`src/rtl/control_sequencer.sv`:
```
// rtl/control_sequencer.sv - multi-cycle instruction control sequencer
// Walks FETCH/DECODE/EXEC/MEM/WB/HALT per opcode class and emits Moore-decoded strobes.
module control_sequencer #(
  parameter int MEM_WAIT = 0,
  parameter int CW       = 16
) (
  input  logic          clk,
  input  logic          reset,
  input  logic [5:0]    opcode,
  input  logic          stall,
  input  logic          resume,
  output logic [2:0]    stage,
  output logic          ir_write,
  output logic          pc_write,
  output logic          mem_read,
  output logic          mem_write,
  output logic          reg_write_en,
  output logic          push,
  output logic          pop,
  output logic          halted,
  output logic [CW-1:0] retired
);

  typedef enum logic [2:0] {
    S_FETCH  = 3'd0,
    S_DECODE = 3'd1,
    S_EXEC   = 3'd2,
    S_MEM    = 3'd3,
    S_WB     = 3'd4,
    S_HALT   = 3'd7
  } state_t;

  typedef enum logic [2:0] {C_ALU, C_LOAD, C_STORE, C_FLOW, C_HALT, C_NOP} cls_t;

  localparam logic [5:0] OP_CALL = 6'b000011;
  localparam logic [5:0] OP_RET  = 6'b000001;

  function automatic cls_t classify(input logic [5:0] op);
    case (op)
      6'b000000, 6'b011100, 6'b000101, 6'b001000,
      6'b001001, 6'b001100, 6'b001101:             classify = C_ALU;
      6'b100011:                                   classify = C_LOAD;
      6'b101011:                                   classify = C_STORE;
      6'b000010, 6'b000100, 6'b010001,
      6'b000011, 6'b000001:                        classify = C_FLOW;
      6'b111111:                                   classify = C_HALT;
      default:                                     classify = C_NOP;
    endcase
  endfunction

  state_t        state_q, state_d;
  logic [2:0]    wait_q, wait_d;
  logic [5:0]    op_q, op_d;
  logic [CW-1:0] retired_q, retired_d;

  logic ir_s, pc_s, rd_s, wr_s, rw_s, push_s, pop_s;
  cls_t cls_q;
  logic last_mem;

  assign cls_q    = classify(op_q);
  assign last_mem = (wait_q == 3'(MEM_WAIT));

  always_comb begin
    state_d   = state_q;
    wait_d    = wait_q;
    op_d      = op_q;
    retired_d = retired_q;
    ir_s      = 1'b0;
    pc_s      = 1'b0;
    rd_s      = 1'b0;
    wr_s      = 1'b0;
    rw_s      = 1'b0;
    push_s    = 1'b0;
    pop_s     = 1'b0;
    // A stalled cycle leaves every register untouched and every strobe low.
    if (!stall) begin
      case (state_q)
        S_FETCH: begin
          ir_s    = 1'b1;
          state_d = S_DECODE;
        end
        S_DECODE: begin
          op_d    = opcode;
          state_d = (classify(opcode) == C_HALT) ? S_HALT : S_EXEC;
        end
        S_EXEC: begin
          push_s = (op_q == OP_CALL);
          pop_s  = (op_q == OP_RET);
          case (cls_q)
            C_ALU:           state_d = S_WB;
            C_LOAD, C_STORE: begin
              state_d = S_MEM;
              wait_d  = 3'd0;
            end
            default: begin
              pc_s    = 1'b1;
              state_d = S_FETCH;
            end
          endcase
        end
        S_MEM: begin
          rd_s = (cls_q == C_LOAD);
          wr_s = (cls_q == C_STORE);
          if (last_mem) begin
            if (cls_q == C_STORE) begin
              pc_s    = 1'b1;
              state_d = S_FETCH;
            end else begin
              state_d = S_WB;
            end
          end else begin
            wait_d = wait_q + 3'd1;
          end
        end
        S_WB: begin
          rw_s    = 1'b1;
          pc_s    = 1'b1;
          state_d = S_FETCH;
        end
        S_HALT: begin
          if (resume) begin
            pc_s    = 1'b1;
            state_d = S_FETCH;
          end
        end
        default: state_d = S_FETCH;
      endcase
      if (pc_s) retired_d = retired_q + CW'(1);
    end
  end

  always_ff @(posedge clk or negedge reset) begin
    if (!reset) begin
      state_q   <= S_FETCH;
      wait_q    <= 3'd0;
      op_q      <= 6'd0;
      retired_q <= '0;
    end else begin
      state_q   <= state_d;
      wait_q    <= wait_d;
      op_q      <= op_d;
      retired_q <= retired_d;
    end
  end

  // Gating with reset keeps strobes quiet the instant reset falls, not just after the flops clear.
  assign stage        = reset ? state_q : S_FETCH;
  assign halted       = reset & (state_q == S_HALT);
  assign ir_write     = reset & ir_s;
  assign pc_write     = reset & pc_s;
  assign mem_read     = reset & rd_s;
  assign mem_write    = reset & wr_s;
  assign reg_write_en = reset & rw_s;
  assign push         = reset & push_s;
  assign pop          = reset & pop_s;
  assign retired      = reset ? retired_q : '0;

endmodule

```
`config.mk`:
```
export PLATFORM = sky130hd
export DESIGN_NAME = control_sequencer
export DESIGN_NICKNAME = d
export VERILOG_FILES = /design/src/rtl/control_sequencer.sv
export SDC_FILE = /design/constraint.sdc
export NUM_CORES = 1
export LEC_CHECK = 0
export CAP_MARGIN = 20
export CORE_UTILIZATION = 43
export DETAILED_ROUTE_END_ITERATION = 10
export PLACE_DENSITY = 0.68
export SLEW_MARGIN = 20
export SYNTH_ARGS = -nofsm -noshare
export SYNTH_HDL_FRONTEND = slang
export SYNTH_SLANG_ARGS = --single-unit
```
`constraint.sdc`:
```
create_clock -name clk -period 6.3 [get_ports clk]
set_input_delay 0.945 -clock clk [delete_from_list [all_inputs] [get_ports clk]]
set_output_delay 0.945 -clock clk [all_outputs]
set_load 0.05 [all_outputs]
```
==> flow_metrics.tcl, run 1 <==
set metrics [dict create \
    layout_common_cells "clkdlybuf4s50_1, dfrtp_1, and2_1, xnor2_1, nor2_1" \
    fill_cells 380 \
    p_sw_uw 385 \
    detail_route.iter0.violations 90 \
    crit_top_cell "clkdlybuf4s50_1" \
    synthArstFlopShare 1.00 \
    reg2reg_slack_ps 3740 \
    vdd_ir_drop_max_v 0.000210 \
    post_cts_buffers 0 \
    hold_viol 0 \
    num_antenna_cells 0 \
    p_seq_frac 0.378 \
    hpwl_um 2700 \
    setup_tns_ps 0 \
    htreeDepth 1 \
    drtPass1Iterations 4 \
    leakage_uw 0.000926 \
    fin_nets 244 \
    busiest_layer "met1" \
    fmax_ghz 0.223 \
    ios 37 \
    drc 0 \
    min_to "retired_q[15]" \
    synth-warning-count 0 \
    crit_fanout 14 \
    clockPowerShare 0.159 \
    max_slew_margin 0.650 \
    syn_area_mm2 0.00191 \
    die-area_mm2 0.00470 \
    hold_buffers 0 \
    path_cells "clkdlybuf4s50_1 > nand2b_1 > or4_1 > nor4_1 > clkdlybuf4s50_1" \
    utilization 0.568 \
    gp_congestion 0.803 \
    fp-row-count 23 \
    final_common_cell "clkdlybuf4s50_1" \
    start_util 0.463 \
    netlist_instances 200 \
    root_buffer "clkbuf_8" \
    r2r_start "op_q[1]" \
    port_buffers 36 \
    grt_overflow 0 \
    multiInputGateArea_mm2 0.00112 \
    cts_resized 0 \
    hold_start "retired_q[15]" \
    setup_violations 0 \
    slew_viol_final 0 \
    r2r_cells 8 \
    tritoncts "done" \
    finalCriticalPeriod_ps 4480 \
    drive_gt1_frac 0.0961 \
    min_path_cells 1 \
    synth_fp_nets 214 \
    power.internal_uw 492 \
    fin_skew_ps 3.31 \
    cp_slowest_stage_delay_ps 840 \
    power_density_mw_per_mm2 376 \
    cts_buffers 3 \
    reg2reg_to "retired_q[1]" \
    tightest_slew_ps 521 \
    cts_num_sinks 28 \
    cts.path.max_buffers 2 \
    grt_pass1_vias 1340 \
    switching_share 0.439 \
    met3_usage 0.0197 \
    yosysSeqAreaShare 0.368 \
    yosys_register_bits 28 \
    clock_latency_ps 270 \
    die_y_um 68.6 \
    criticalPathCategory "in2out" \
    core-area_mm2 0.00412 \
    synth_edf_count 0 \
    vias 1572 \
    ant_nets 0 \
    grt_max_degree 49 \
    ys.flop_type "dfrtp_1" \
    antenna_found_initial 0 \
    use_met2 0.265 \
    regArea_um2 701 \
    grt_setup_unrepaired "false" \
    worst-endpoint-required_ps 5350 \
    finalCritPeriodShare 0.711 \
    drv_cap 0 \
    use_met1 0.273 \
    hold_ws_ps 477 \
    synth_area_per_cell_um2 9.53 \
    cp_slowest_cell "clkdlybuf4s50_1" \
    min_path_type "reg2reg" \
    clk_pin_slew_ps 90 \
    status "finished clean" \
    p_comb_frac 0.463 \
    grt.total_usage 0.179 \
    crit_path_end_kind "output pin" \
    die_x_um 68.6 \
    vias_per_cell 5.63 \
    wirelength_um 3880 \
    worstPathArrival_ps 3530 \
    area_growth_pct 22.6 \
    post_drt_wl_per_cell_um 13.9 \
    crit_path_start_kind "input port" \
    synth.distinct_cells 51 \
    grt_pass1_wl_um 6430 \
]
registers in the layout, summed over array words and instances (netlist names):
register / count
state_q: 3
op_q: 6
retired_q: 16
wait_q: 3
cells in the mapped netlist (all sizes together) (5+ instances only):
| library cell | n | share of area |
|---|---|---|
| buf | 5 | 0.021 |
| dfrtp | 28 | 0.37 |
| mux2 | 6 | 0.035 |
| and3 | 5 | 0.016 |
| o2111ai | 6 | 0.031 |
| clkbuf | 7 | 0.014 |
| nand2 | 10 | 0.021 |
| inv | 6 | 0.012 |
| nor2 | 12 | 0.024 |
| a21oi | 5 | 0.013 |
| and2 | 21 | 0.069 |
| xnor2 | 16 | 0.074 |
| o21ai | 11 | 0.029 |
| nor3 | 5 | 0.013 |
through the flow:
stage / setup WS (ps) / area [µm²] / power (µW) / cells
finish: 1820 / 2340 / 877 / 279
global route: 1700 / 2340 / 941 / 279
CTS: 1830 / 2340 / 881 / 279
detailed placement: 1850 / 2260 / 737 / 275
global placement: 1850 / 2260 / 735 / 275
floorplan: 2230 / 1910 / 658 / 200
cells by family after synthesis:
family / share of synthesized area
AND/OR/NAND/NOR: 0.251
AO/OA/AOI/OAI: 0.190
flip-flops: 0.368
buffers and inverters: 0.0466
XOR/XNOR: 0.0781
multiplexers: 0.0407
adder cells (fa/ha/maj): 0.0263
worst max-delay path, delay by kind of cell:
| family | cells | cell delay (ps) |
|---|---|---|
| buffers and inverters | 2 | 1480 |
| and+or+nand+nor | 3 | 1100 |
worst max-delay path by stage:
| stage | startpoint | to | slack, ps | cells after the start |
|---|---|---|---|---|
| 2_1_floorplan | stall | push | 2230 | 3 |
| 3_3_place_gp | stall | push | 1850 | 5 |
| 3_5_place_dp | stall | push | 1850 | 5 |
| 4_1_cts | stall | push | 1830 | 5 |
| 5_1_grt | stall | push | 1700 | 5 |
| 6_report | stall | push | 1820 | 5 |
power groups by stage:
stage	sequential [µW]	clock [µW]	combinational (µW)
detailed placement	333	0	404
finish	332	139	406
CTS	330	144	408
floorplan	269	0	389
global route	343	149	449
global placement	332	0	403
routing by layer:
metal / up-vias / share of wire
met5: - / 0
met4: 0 / 0.0080
met3: 4 / 0.042
met2: 30 / 0.43
met1: 754 / 0.52
li1: 784 / -
layout make-up:
class                           instances  area share
Inverter                                6     0.00964
Clock inverter                          1      0.0129
Timing Repair Buffer                   37       0.155
Clock buffer                            3      0.0177
Sequential cell                        28       0.300
Multi-Input combinational cell        154       0.478
Tap cell                               50      0.0268
(Power assumes the default switching activity.)
==> run 2: changes to the inputs <==
clock period = 4.25 ns   (was 6.3 ns; I/O delays follow)
==> run 2 against run 1 <==
Effect of this change: critical path depth increased by 3; combinational power increased by 51%; sequential cell count unchanged; clock-buffer cell count unchanged; via count fell by 0.25%; first-iteration DRC count decreased by 27%; register-to-register slack worse by 2000 ps; core utilization down 0.24 points; critical endpoint is now pc_write; largest power group unchanged.
==> flow_metrics.tcl, run 2 (synthesized netlist as in run 1, its figures left out) <==
set metrics [dict create \
    fp-row-count 23 \
    htreeDepth 1 \
    reg.largest.list "retired_q x16, op_q x6" \
    grt_pass1_wl_um 6340 \
    tightest_slew_ps 560 \
    setup_violations 0 \
    grt_max_degree 32 \
    finalCritPeriodShare 0.881 \
    fin_nets 247 \
    criticalPathCategory "reg2out" \
    grt_overflow 0 \
    design_power_total_uw 1240 \
    num_antenna_cells 0 \
    final_cells 281 \
    core-area_mm2 0.00412 \
    wirelength_um 3910 \
    ant_nets 0 \
    vdd_ir_drop_max_v 0.000321 \
    drtPass1Iterations 4 \
    grt_setup_unrepaired "false" \
    crit_path_start_kind "register" \
    fill_cells 384 \
    finalCriticalPeriod_ps 3750 \
    antenna_found_initial 0 \
    regArea_um2 701 \
    max_slew_margin 0.624 \
    die_x_um 68.6 \
    status "finished clean" \
    place_ws_ps 808 \
    detail_route.iter0.violations 66 \
    crit_path_end_kind "output pin" \
    die-area_mm2 0.00470 \
    r2r_start "op_q[2]" \
    tritoncts "done" \
    hold_viol 0 \
    gp_congestion 0.821 \
    post_cts_buffers 0 \
    start_util 0.463 \
    clk_pin_slew_ps 90 \
    area_growth_pct 22.1 \
    die_y_um 68.6 \
    worstPathArrival_ps 3110 \
    utilization 0.565 \
    slew_viol_final 0 \
    root_buffer "clkbuf_8" \
    clock_latency_ps 270 \
    fin_skew_ps 4.40 \
    drive_gt1_frac 0.108 \
    cts.path.max_buffers 2 \
    post_drt_wl_per_cell_um 13.9 \
    hold_buffers 0 \
    drc 0 \
    cts_buffers 3 \
    dp.cells 278 \
    startpoint "op_q[2]" \
    layout_common_cells "clkdlybuf4s50_1, dfrtp_1, and2_1, xnor2_1, nor2_1" \
    crit_fanout 16 \
    setup_tns_ps 0 \
    grt.total_usage 0.178 \
    fmax_ghz 0.267 \
    cts_num_sinks 28 \
    ios 37 \
    hpwl_um 2860 \
    vias_per_cell 5.58 \
    power_density_mw_per_mm2 534 \
    min_path_type "in2async" \
    cts_resized 0 \
    drv_cap 0 \
    leakage_uw 0.000929 \
    vias 1568 \
    final_common_cell "clkdlybuf4s50_1" \
    multiInputGateArea_mm2 0.00112 \
    worst-endpoint-required_ps 3610 \
    largest_register_ffs 16 \
    regMostFlops "retired_q" \
    port_buffers 36 \
    setup_ws_ps 504 \
    grt_pass1_vias 1387 \
]
==> run 2: final timing paths <==
kind                            endpoint  slack [ps]  depth (start not counted)
min reg2reg                retired_q[15]         480                          1
min                         retired_q[2]         260                          1
max in group asynchronous        op_q[0]        3370                          2
max                             pc_write         500                          8
min in group clk           retired_q[15]         480                          1
max reg2reg                 retired_q[1]        1750                          7
==> run 2: critical path, cell delays in order (launching register included) <==
cell,delay [ps]
dfrtp_1,500
ha_1,340
nor4_1,230
a221oi_2,90
a211oi_1,310
a22o_2,400
nor2_1,70
nor2_1,90
clkdlybuf4s50_1,810
==> run 2: final cells by class <==
type,instances,area share
Multi-Input combinational cell,154,0.480
Sequential cell,28,0.301
Timing Repair Buffer,40,0.165
Tap cell,50,0.0269
Clock buffer,3,0.0178
Inverter,6,0.00968
==> run 2: where the power goes <==
| group | internal, µW | total (µW) | leakage (µW) | switching, µW |
|---|---|---|---|---|
| logic | 278 | 615 | 0.000542 | 337 |
| clock network | 63.4 | 140 | 0.0000216 | 76.8 |
| registers | 338 | 486 | 0.000365 | 149 |
| total | 679 | 1240 | 0.000929 | 563 |
==> run 2: layer usage <==
metal,track usage,share of wire,vias up
met4,0.0443,0.0056,0
met2,0.273,0.46,22
met3,0.0214,0.032,2
li1,-,-,784
met1,0.263,0.50,760
met5,0,0,-
==> run 2: stage by stage <==
step,cell area (µm²),hold slack [ps]
6_report,2330,263
2_1_floorplan,1910,342
5_1_grt,2330,274
3_5_place_dp,2280,464
4_1_cts,2330,265
3_3_place_gp,2280,464
==> run 3: changes to the inputs <==
CELL_PAD_IN_SITES_DETAIL_PLACEMENT = 0   (was not set)
CELL_PAD_IN_SITES_GLOBAL_PLACEMENT = 1   (was not set)
CORE_UTILIZATION = 39   (was 43)
PLACE_DENSITY = not set   (was 0.68)
PLACE_DENSITY_LB_ADDON = 0.1   (was not set)
==> run 3 against run 2 <==
Effect of this change: total power up 3.3%; sequential share of layout area down 0.63 points; clock-buffer cell count up 1; cell count up 6.4%; clock skew about the same; via count up 1.8%; core utilization down 6.2 points; largest cell class unchanged; critical path type unchanged; sequential cell count unchanged; setup slack worse by 90 ps.
==> flow_metrics.tcl, run 3 (synthesized netlist as in run 1, its figures left out) <==
set metrics [dict create \
    status "finished clean" \
    die-area_mm2 0.00517 \
    p_sw_uw 588 \
    fin_skew_ps 4.77 \
    vias 1597 \
    grt.total_usage 0.174 \
    hold_viol 0 \
    cts_buffers 3 \
    setup_tns_ps 0 \
    cts_resized 0 \
    finalCriticalPeriod_ps 3840 \
    regMostFlops "retired_q" \
    die_y_um 71.9 \
    core-area_mm2 0.00472 \
    hold_ws_ps 473 \
    final_common_cell "clkdlybuf4s50_1" \
    root_buffer "clkbuf_8" \
    r2r_cells 8 \
    antenna_found_initial 0 \
    fin_nets 247 \
    reg2reg_to "retired_q[1]" \
    p_seq_frac 0.384 \
    start_util 0.403 \
    vdd_ir_drop_max_v 0.000216 \
    startpoint "op_q[1]" \
    worst-endpoint-required_ps 3610 \
    grt_max_degree 29 \
    drv_cap 0 \
    drive_gt1_frac 0.112 \
    drc 0 \
    htreeDepth 1 \
    hpwl_um 3230 \
    hold_buffers 0 \
    finalCritPeriodShare 0.903 \
    reg.largest.list "retired_q x16, op_q x6" \
    grt_pass1_wl_um 7160 \
    detail_route.iter0.violations 73 \
    post_cts_buffers 0 \
    crit_fanout 16 \
    clockPowerShare 0.133 \
    crit_top_cell "nor2_1" \
    grt_pass1_vias 1570 \
    die_x_um 71.9 \
    slew_viol_final 0 \
    design_power_total_uw 1280 \
    leakage_uw 0.000940 \
    r2r_start "op_q[1]" \
    post_drt_wl_per_cell_um 14.6 \
    setup_violations 0 \
    port_buffers 36 \
    path_cells "nor2_1 > ha_1 > nor4_1 > a221oi_2 > a211oi_1 > a22o_2 > nor2_1 > nor2_1 > clkdlybuf4s50_1" \
    cts_num_sinks 28 \
    switching_share 0.459 \
    tritoncts "done" \
    power.internal_uw 694 \
    reg2reg_slack_ps 1690 \
    clk_pin_slew_ps 100 \
    wirelength_um 4370 \
    gp_congestion 0.783 \
    crit_path_end_kind "output pin" \
    cp_slowest_stage_delay_ps 820 \
    cp_top_family "buffers and inverters" \
    vias_per_cell 5.34 \
    tightest_slew_ps 525 \
    utilization 0.503 \
    layout_common_cells "clkdlybuf4s50_1, dfrtp_1, and2_1, xnor2_1, nor2_1" \
    ios 37 \
    power_density_mw_per_mm2 540 \
    cts.path.max_buffers 2 \
    grt_setup_unrepaired "false" \
    crit_path_start_kind "register" \
    clock_latency_ps 280 \
    largest_register_ffs 16 \
    drtPass1Iterations 4 \
    min_path_type "reg2reg" \
    max_slew_margin 0.649 \
    critPathBufInv 1 \
    ant_nets 0 \
    worstPathArrival_ps 3200 \
    min_to "retired_q[15]" \
    grt_overflow 0 \
    fmax_ghz 0.261 \
    criticalPathCategory "reg2out" \
    cp_slowest_cell "clkdlybuf4s50_1" \
    hold_start "retired_q[15]" \
    min_path_cells 1 \
    area_growth_pct 24.7 \
    p_comb_frac 0.483 \
    fp-row-count 25 \
    num_antenna_cells 0 \
]
[run 3: changes by cell type in the layout (fill, tap and decap cells not counted), sizes merged]
| cell | previous run | this run |
|---|---|---|
| clkbuf | 3 | 4 |
[run 3: area by class of cell]
class / count / area, µm²
Inverter: 6 / 22.5
Timing Repair Buffer: 40 / 398
Sequential cell: 28 / 701
Fill cell: 445 / 2350
Clock buffer: 4 / 55.1
Tap cell: 67 / 83.8
Multi-Input combinational cell: 154 / 1120
[run 3: metal layers]
metal	GRT usage	part of all wire	up-vias
li1	-	-	784
met1	0.234	0.48	756
met2	0.277	0.46	47
met3	0.0278	0.031	10
met4	0.0784	0.027	0
met5	0	0	-
[run 3: worst max path at each step]
stage	to	slack [ps]	cells past startpoint
2_1_floorplan	push	800	3
4_1_cts	pc_write	420	9
5_1_grt	pc_write	210	9
3_5_place_dp	pc_write	770	9
6_report	pc_write	410	9
3_3_place_gp	pc_write	810	9
[run 3: power by group through the flow]
stage | clock network [µW] | logic [µW] | registers (µW)
3_3_place_gp | 0 | 606 | 485
5_1_grt | 188 | 681 | 512
4_1_cts | 176 | 618 | 490
3_5_place_dp | 0 | 614 | 496
2_1_floorplan | 0 | 577 | 398
6_report | 171 | 619 | 492
[run 3: worst reg2reg max path, stage by stage (launching register included)]
cell,delay (ps)
dfrtp_1,510
nor2_1,100
ha_1,200
and3_1,170
a2111oi_4,380
nor4b_1,110
a22o_2,360
o21bai_1,260
mux2_2,360
[run 3: stage by stage]
step / area [µm²] / std cells / worst slack (ps)
2_1_floorplan: 1910 / 200 / 797
3_3_place_gp: 2320 / 295 / 808
3_5_place_dp: 2320 / 295 / 775
4_1_cts: 2380 / 299 / 420
5_1_grt: 2380 / 299 / 205
6_report: 2380 / 299 / 414
